`src/rtl/bcd_display_scanner.sv`:
```
// Scans a latched 3-digit BCD score onto a shared active-low 7-segment bus.
// New scores are committed only at frame boundaries so no frame mixes digits.
module bcd_display_scanner #(
    parameter int CLOCK_FREQ = 50000000,
    parameter int SCAN_RATE  = 1000
) (
    input  logic        clock,
    input  logic        reset,
    input  logic [11:0] bcd_in,
    input  logic        bcd_valid,
    input  logic        blank_en,
    output logic        update_ack,
    output logic [6:0]  seg,
    output logic [2:0]  digit_en
);

    localparam int TICK_RAW = CLOCK_FREQ / SCAN_RATE;
    localparam int TICK_DIV = (TICK_RAW < 1) ? 1 : TICK_RAW;
    localparam int PW       = (TICK_DIV > 1) ? $clog2(TICK_DIV) : 1;
    localparam logic [PW-1:0] TICK_LAST = PW'(TICK_DIV - 1);

    logic [PW-1:0] prescaler;
    logic [1:0]    index;
    logic [11:0]   display_reg;
    logic [11:0]   pending_reg;
    logic          pending_flag;
    logic          tick;
    logic          frame_end;
    logic [3:0]    nibble;
    logic          blank_digit;
    logic [6:0]    seg_next;
    logic [2:0]    en_next;

    assign tick      = (prescaler == TICK_LAST);
    assign frame_end = tick && (index == 2'd2);

    always_ff @(posedge clock or posedge reset) begin
        if (reset) begin
            prescaler <= '0;
            index     <= 2'd0;
        end else if (tick) begin
            prescaler <= '0;
            index     <= (index == 2'd2) ? 2'd0 : index + 2'd1;
        end else begin
            prescaler <= prescaler + 1'b1;
        end
    end

    // bcd_valid is a one-cycle strobe with no back-pressure: bcd_in is taken
    // in every cycle it is high, and the newest value always wins.
    always_ff @(posedge clock or posedge reset) begin
        if (reset) begin
            display_reg  <= 12'h000;
            pending_reg  <= 12'h000;
            pending_flag <= 1'b0;
            update_ack   <= 1'b0;
        end else if (frame_end) begin
            if (bcd_valid) begin
                display_reg  <= bcd_in;
                pending_flag <= 1'b0;
                update_ack   <= 1'b1;
            end else if (pending_flag) begin
                display_reg  <= pending_reg;
                pending_flag <= 1'b0;
                update_ack   <= 1'b1;
            end else begin
                update_ack   <= 1'b0;
            end
        end else begin
            update_ack <= 1'b0;
            if (bcd_valid) begin
                pending_reg  <= bcd_in;
                pending_flag <= 1'b1;
            end
        end
    end

    function automatic logic [6:0] decode_digit(input logic [3:0] n);
        logic [6:0] s;
        case (n)
            4'd0:    s = 7'h40;
            4'd1:    s = 7'h79;
            4'd2:    s = 7'h24;
            4'd3:    s = 7'h30;
            4'd4:    s = 7'h19;
            4'd5:    s = 7'h12;
            4'd6:    s = 7'h02;
            4'd7:    s = 7'h78;
            4'd8:    s = 7'h00;
            4'd9:    s = 7'h10;
            default: s = 7'h3F;
        endcase
        return s;
    endfunction

    // A dash nibble is non-zero, so it stops leading-zero blanking naturally.
    always_comb begin
        nibble      = display_reg[3:0];
        en_next     = 3'b110;
        blank_digit = 1'b0;
        case (index)
            2'd1: begin
                nibble      = display_reg[7:4];
                en_next     = 3'b101;
                blank_digit = blank_en && (display_reg[11:8] == 4'd0)
                              && (display_reg[7:4] == 4'd0);
            end
            2'd2: begin
                nibble      = display_reg[11:8];
                en_next     = 3'b011;
                blank_digit = blank_en && (display_reg[11:8] == 4'd0);
            end
            default: ;
        endcase
        seg_next = blank_digit ? 7'h7F : decode_digit(nibble);
    end

    // seg and digit_en share one register stage so they always switch together.
    always_ff @(posedge clock or posedge reset) begin
        if (reset) begin
            seg      <= 7'h7F;
            digit_en <= 3'b111;
        end else begin
            seg      <= seg_next;
            digit_en <= en_next;
        end
    end

endmodule

```
`config.mk`:
```
export PLATFORM = sky130hd
export DESIGN_NAME = bcd_display_scanner
export DESIGN_NICKNAME = d
export VERILOG_FILES = /design/src/rtl/bcd_display_scanner.sv
export SDC_FILE = /design/constraint.sdc
export NUM_CORES = 1
export LEC_CHECK = 0
export ABC_AREA = 1
export CORE_MARGIN = 10
export CORE_UTILIZATION = 50
export CTS_BUF_LIST = sky130_fd_sc_hd__clkbuf_2
export CTS_CLUSTER_DIAMETER = 40
export DETAILED_ROUTE_END_ITERATION = 6
export GPL_TIMING_DRIVEN = 0
export HOLD_SLACK_MARGIN = 0.1
export PLACE_DENSITY_LB_ADDON = 0.12
export SETUP_SLACK_MARGIN = 0.2
export SKIP_LAST_GASP = 1
export SLEW_MARGIN = 20
export SYNTH_ARGS = -nofsm -noshare
export SYNTH_HDL_FRONTEND = slang
export SYNTH_SLANG_ARGS = --single-unit
```
`constraint.sdc`:
```
create_clock -name clock -period 2.9 [get_ports clock]
set_clock_uncertainty 0.1 [all_clocks]
set_input_delay 0.58 -clock clock [delete_from_list [all_inputs] [get_ports clock]]
set_output_delay 0.58 -clock clock [all_outputs]
set_load 0.005 [all_outputs]
```
**After elaboration in Yosys (flattened, before gate mapping)**

Memories as Yosys holds them, arrays and structs flattened.
Index checks and enable logic that the tools add are counted.

- Memories: 1
- Output and inout bits: 11
- Logic and storage cells: 37
- Bits of input ports: 16
- ROM bits: 112
- Flip-flop bits (word level): 54

- Multiplexer cells: 13
- Bitwise operators: 1
- Add/sub/neg operators: 2
- Equal/unequal tests: 3
- Reductions and logical operators: 9

Memory list:

| memory | words | bits a word | read ports | clocked after memory_dff | wr ports | RTL line | source |
|---|---|---|---|---|---|---|---|
| (name not given) | 16 | 7 | 1 | 0 | 0 | 80 | `case (n)` |

Operators with widths:

| operator | count |
|---|---|
| two-way mux 12 bit | 2 |
| adder 16 x 1 -> 16 bit, second input constant | 1 |
| == test 16 bit, second input constant | 1 |
| two-way mux 16 bit | 1 |
| zero test 4 bit | 2 |
| case mux 4 bit (2 select lines) | 1 |
| two-way mux 7 bit | 1 |
| case mux 3 bit (2 select lines) | 1 |
| two-way mux 1 bit | 5 |
| AND reduction 2 bit | 2 |
| nonzero test 2 bit | 2 |
| logical AND 1 bit | 3 |
| adder 2 x 1 -> 2 bit, second input constant | 1 |
| == test 2 x 1 -> 1 bit, second input constant | 1 |
| == test 2 bit, second input constant | 1 |
| two-way mux 2 bit | 1 |
| case mux 1 bit (2 select lines) | 1 |
| NOT 1 bit | 1 |

**Longest topological paths before layout**

- Word-level depth: 5
- Mapped depth: 12
- Mapped depth without buffers: 11

**Worst setup path before layout**

OpenSTA, ideal clock, no wires.

- Path kind: reg-to-reg
- Start point: register index[0]
- End point: register seg[3]
- Path buffers: 1
- Cell stages (with the launch flop): 12
- Arrival time: 1.780 ns
- Required time: 2.740 ns
- Period minus slack after synthesis: 1.940 ns
- Library setup time: 0.060 ns
- Path slack: 0.960 ns
- Cells stage by stage: dfrtp_1 > inv_1 > ha_1 > buf_2 > or2_2 > nand2_1 > ha_1 > inv_1 > nand2_1 > nand2_1 > nand2_1 > nand2_1

- Longest elaborated chain between the ends: 4
- Elaborated cells between the ends (all ways): 6
- Classes of those cells: eq/ne (2); mux (3); memory (1)

Ends and longest elaborated chain:

| element | RTL line | source |
|---|---|---|
| start: declaration | 23 | `logic [1:0] index;` |
| start signal: assignment | 43 | `index <= (index == 2'd2) ? 2'd0 : index + 2'd1;` |
| == test 2 bit or == test 2 x 1 -> 1 bit (tied branches) | 101 | `case (index)` |
| case mux 4 bit (2 select lines) | 101 |  |
| memory read (16 x 7 bit) | - |  |
| two-way mux 7 bit * | 115 | `seg_next = blank_digit ? 7'h7F : decode_digit(nibble);` |
| net seg_next[3] | 31 | `logic [6:0] seg_next;` |
| end signal: assignment | 124 | `seg <= seg_next;` |
| end: declaration | 13 | `output logic [6:0] seg,` |

The timed path passes the listed nets; every way through them passes the cells marked *.
A chain may end at the register's enable or synchronous reset.

**Worst setup path after layout**

- Start point: register index[1]
- End point: register seg[3]

The elaborated chain is that of the path after synthesis.

==> summary.md <==
| Metric | Value |
|---|---|
| VDD IR max | a little over 0.0002 V |
| Placement row count | 27 |
| H-tree Lvls | 2 |
| Pwr dens | 338 nW/um^2 |
| Initial antenna violation count | 0 |
| Inserted Diodes | 0 |
| Most instantiated library cell after synthesis | nand2_1 |
| Psw | 272 uW |
| Buffers added on ports | 26 |
| Resized Gates After CTS | 0 |
| Final hold viol count | 0 |
| Final setup margin | 724 ps |
| Final WL | 5640 um |
| Post-synth EDFFs | 0 |
| Util after Layout | 60.0% |
| Req. time, crit path | 3180 ps |
| Cell count after synthesis | 384 |
| Slowest-stage cell, CP | dfrtp_1 |
| P&R area growth vs syn | 13.8% |
| Switching Share | between 20% and 30% |
| Post-CTS Repair Setup Buffers | 0 |
| Leading cell types by total area after synthesis | dfrtp_1, nand2_1, dfstp_2 |
| Post-route cell area | 3370 um^2 |
| Synthesis warning total | 0 |
| Hold Buf Count CTS | 0 |
| Top cells by count, synth | nand2_1, inv_1, dfrtp_1 |
| Post-DP Area | 3330 um^2 |
| FFs w/ async S/R, synth | 100% |
| Max-slew violation count | 0 |
| Final Cycle Share | 75.0% |
| Top cell type's share of synthesized area | around 37% |
| CTS Sinks | 54 |
| IO Pins | 27 |
| Die width | 96.9 um |
| Critical-path cell list | inv_1 > ha_1 > buf_2 > or2_2 > nand2_1 > ha_1 > inv_1 > nand2_1 > nand2_1 > nand2_1 > nand2_1 |
| Share of power burned in registers | 68.2% |
| DP Worst Slack | ~710 ps |
| Final setup viols | 0 |
| Synth Cell Area | 2960 um^2 |
| Die area | 9390 um^2 |
| Max frequency | 460 MHz |
| Bufs on Longest Clock Path | 2 |
| Synth Register Bits | 54 |
| Post-layout min period | 2180 ps |
| Logic gate share of total power | 7.4% |
| Critical Path Most Common Cell | nand2_1 |
| All-Layer GR Usage | about an eighth |
| Clock Latency Late Sink | between 400 and 500 ps |
| R2R depth | 11 |
| Worst slew pin tran | 426 ps |
| Drt pass-1 iters | 4 |
| CTS clk-pin slew, worst paths | 260 ps |
| Gr ovfl total | 0 |
| Die Height | ~97 um |
| CP endpoint kind | flop |
| CTS tree | yes |
| Post-route antenna net violation count | 0 |
| Cell variety after synth | 29 |
| Max reg flops | 16 |
| Post-DP HPWL | 4380 um |
| Pleak | 1.72 nW |
| Overall Power | between 1 and 1.5 mW |
| Mean post-synth cell area | 7.70 um^2 |
| Initial Util | 52.7% |
| Clock Power Share | about a quarter |
| Cell taking the most area after synthesis | dfrtp_1 |
| Hold slack | 300 ps |
| Pin count of the biggest net entering global routing | 35 |
| Outcome | finished clean |
| Initial drt markers | 100 |
| Cts bufs inserted | 5 |
| Global-route wire length before repair | 10100 um |
| Rel. slew slack | 71.6% |
| Drc violations | 0 |
| GPL Wtd Cong | approximately 0.88 |
| WL/cell | 11.5 um |
| Via density | 4.86 |
| CP Data Arrival Time | 2450 ps |
| Fraction of layout cells with a size suffix above 1 | 11.0% |
| Number of max-cap violations | 0 |
| Startpoint types | flop |
| Register area share after synthesis | 46.1% |
| Synth Flop Type | dfrtp_1 |
| Vias in the first global route | around 2300 |
| # nets final | 442 |
| P_int | between 800 and 900 uW |
| CP max stage delay | ~450 ps |
| Critical path class | flop to flop |
| Core Region | 5610 um^2 |
| Root buffer cell | clkbuf_2 |
| Syn_nets | 408 |
| Via count | about 2400 |
| Crit-path max FO | 10 |
| HP Class | primary input to asynchronous set/reset pin |
| RSZ-0062 raised after global routing | no |
==> critical path, delay by kind of cell, from the launching register on <==
family                     cells  cell delay, ps
adders and majority gates      2             540
buffers and inverters          3             370
DFF                            1             450
and+or+nand+nor                6             650
==> cell type report <==
cell class | count | area, um^2
Inverter | 47 | 176
Multi-Input combinational cell | 269 | 1320
Timing Repair Buffer | 27 | 280
Sequential cell | 54 | 1360
Clock inverter | 2 | 8.76
Fill cell | 549 | 2240
Buffer | 14 | 93.8
Tap cell | 72 | 90.1
Clock buffer | 6 | 30.0
==> worst paths after layout <==
check,start,to,slack [ps]
max,index[1],seg[3],720
min,reset,update_ack,300
max reg2reg,index[1],seg[3],720
min reg2reg,prescaler[0],prescaler[0],390
max in group asynchronous,reset,prescaler[1],1860
min in group clock,prescaler[0],prescaler[0],390
==> kinds of logic (layout without fill, tap and decap cells) <==
| family | after synthesis | in the layout | synth area share (%) |
|---|---|---|---|
| simple gates | 230 | 230 | 35.1 |
| fa+ha+maj | 8 | 8 | 3.38 |
| buf+inv | 61 | 96 | 9.14 |
| compound gates | 24 | 24 | 4.23 |
| xor+xnor | 7 | 7 | 2.07 |
| flops | 54 | 54 | 46.1 |
==> metal layers <==
| layer | up-vias | GRT usage, % | wire [um] |
|---|---|---|---|
| met1 | 1080 | 15.9 | 2810 |
| met3 | 5 | 3.83 | 344 |
| li1 | 1258 | - | - |
| met4 | 0 | 3.38 | 35 |
| met2 | 45 | 18.9 | 2450 |
| met5 | - | 0 | 0 |
==> cell usage in the layout, fill, tap and decap left out, types with 4 or more instances in the layout <==
| cell | n |
|---|---|
| nand2_1 | 137 |
| inv_1 | 44 |
| dfrtp_1 | 44 |
| nand3_1 | 34 |
| clkdlybuf4s50_1 | 26 |
| nor2_1 | 25 |
| o21ai_0 | 18 |
| nand4_1 | 13 |
| dfstp_2 | 10 |
| ha_1 | 8 |
| xor2_1 | 7 |
| clkbuf_2 | 6 |
| nor2_4 | 5 |
| buf_6 | 4 |
| clkbuf_1 | 4 |
| or2_2 | 4 |
| nor3_1 | 4 |
==> power by group through the flow <==
| stage | clock network (mW) | registers (mW) | logic [mW] |
|---|---|---|---|
| 2_1_floorplan | 0 | 0.788 | 0.0479 |
| 3_3_place_gp | 0 | 0.789 | 0.0821 |
| 3_5_place_dp | 0 | 0.789 | 0.0864 |
| 4_1_cts | 0.295 | 0.777 | 0.0865 |
| 5_1_grt | 0.319 | 0.780 | 0.0969 |
| 6_report | 0.278 | 0.777 | 0.0847 |
==> stage by stage <==
step / std cells / setup TNS, ps
floorplan: 384 / 0
global placement: 482 / -3450
detailed placement: 483 / 0
CTS: 491 / 0
global route: 491 / 0
finish: 491 / 0
No activity file was read; power rests on OpenSTA's default activity.
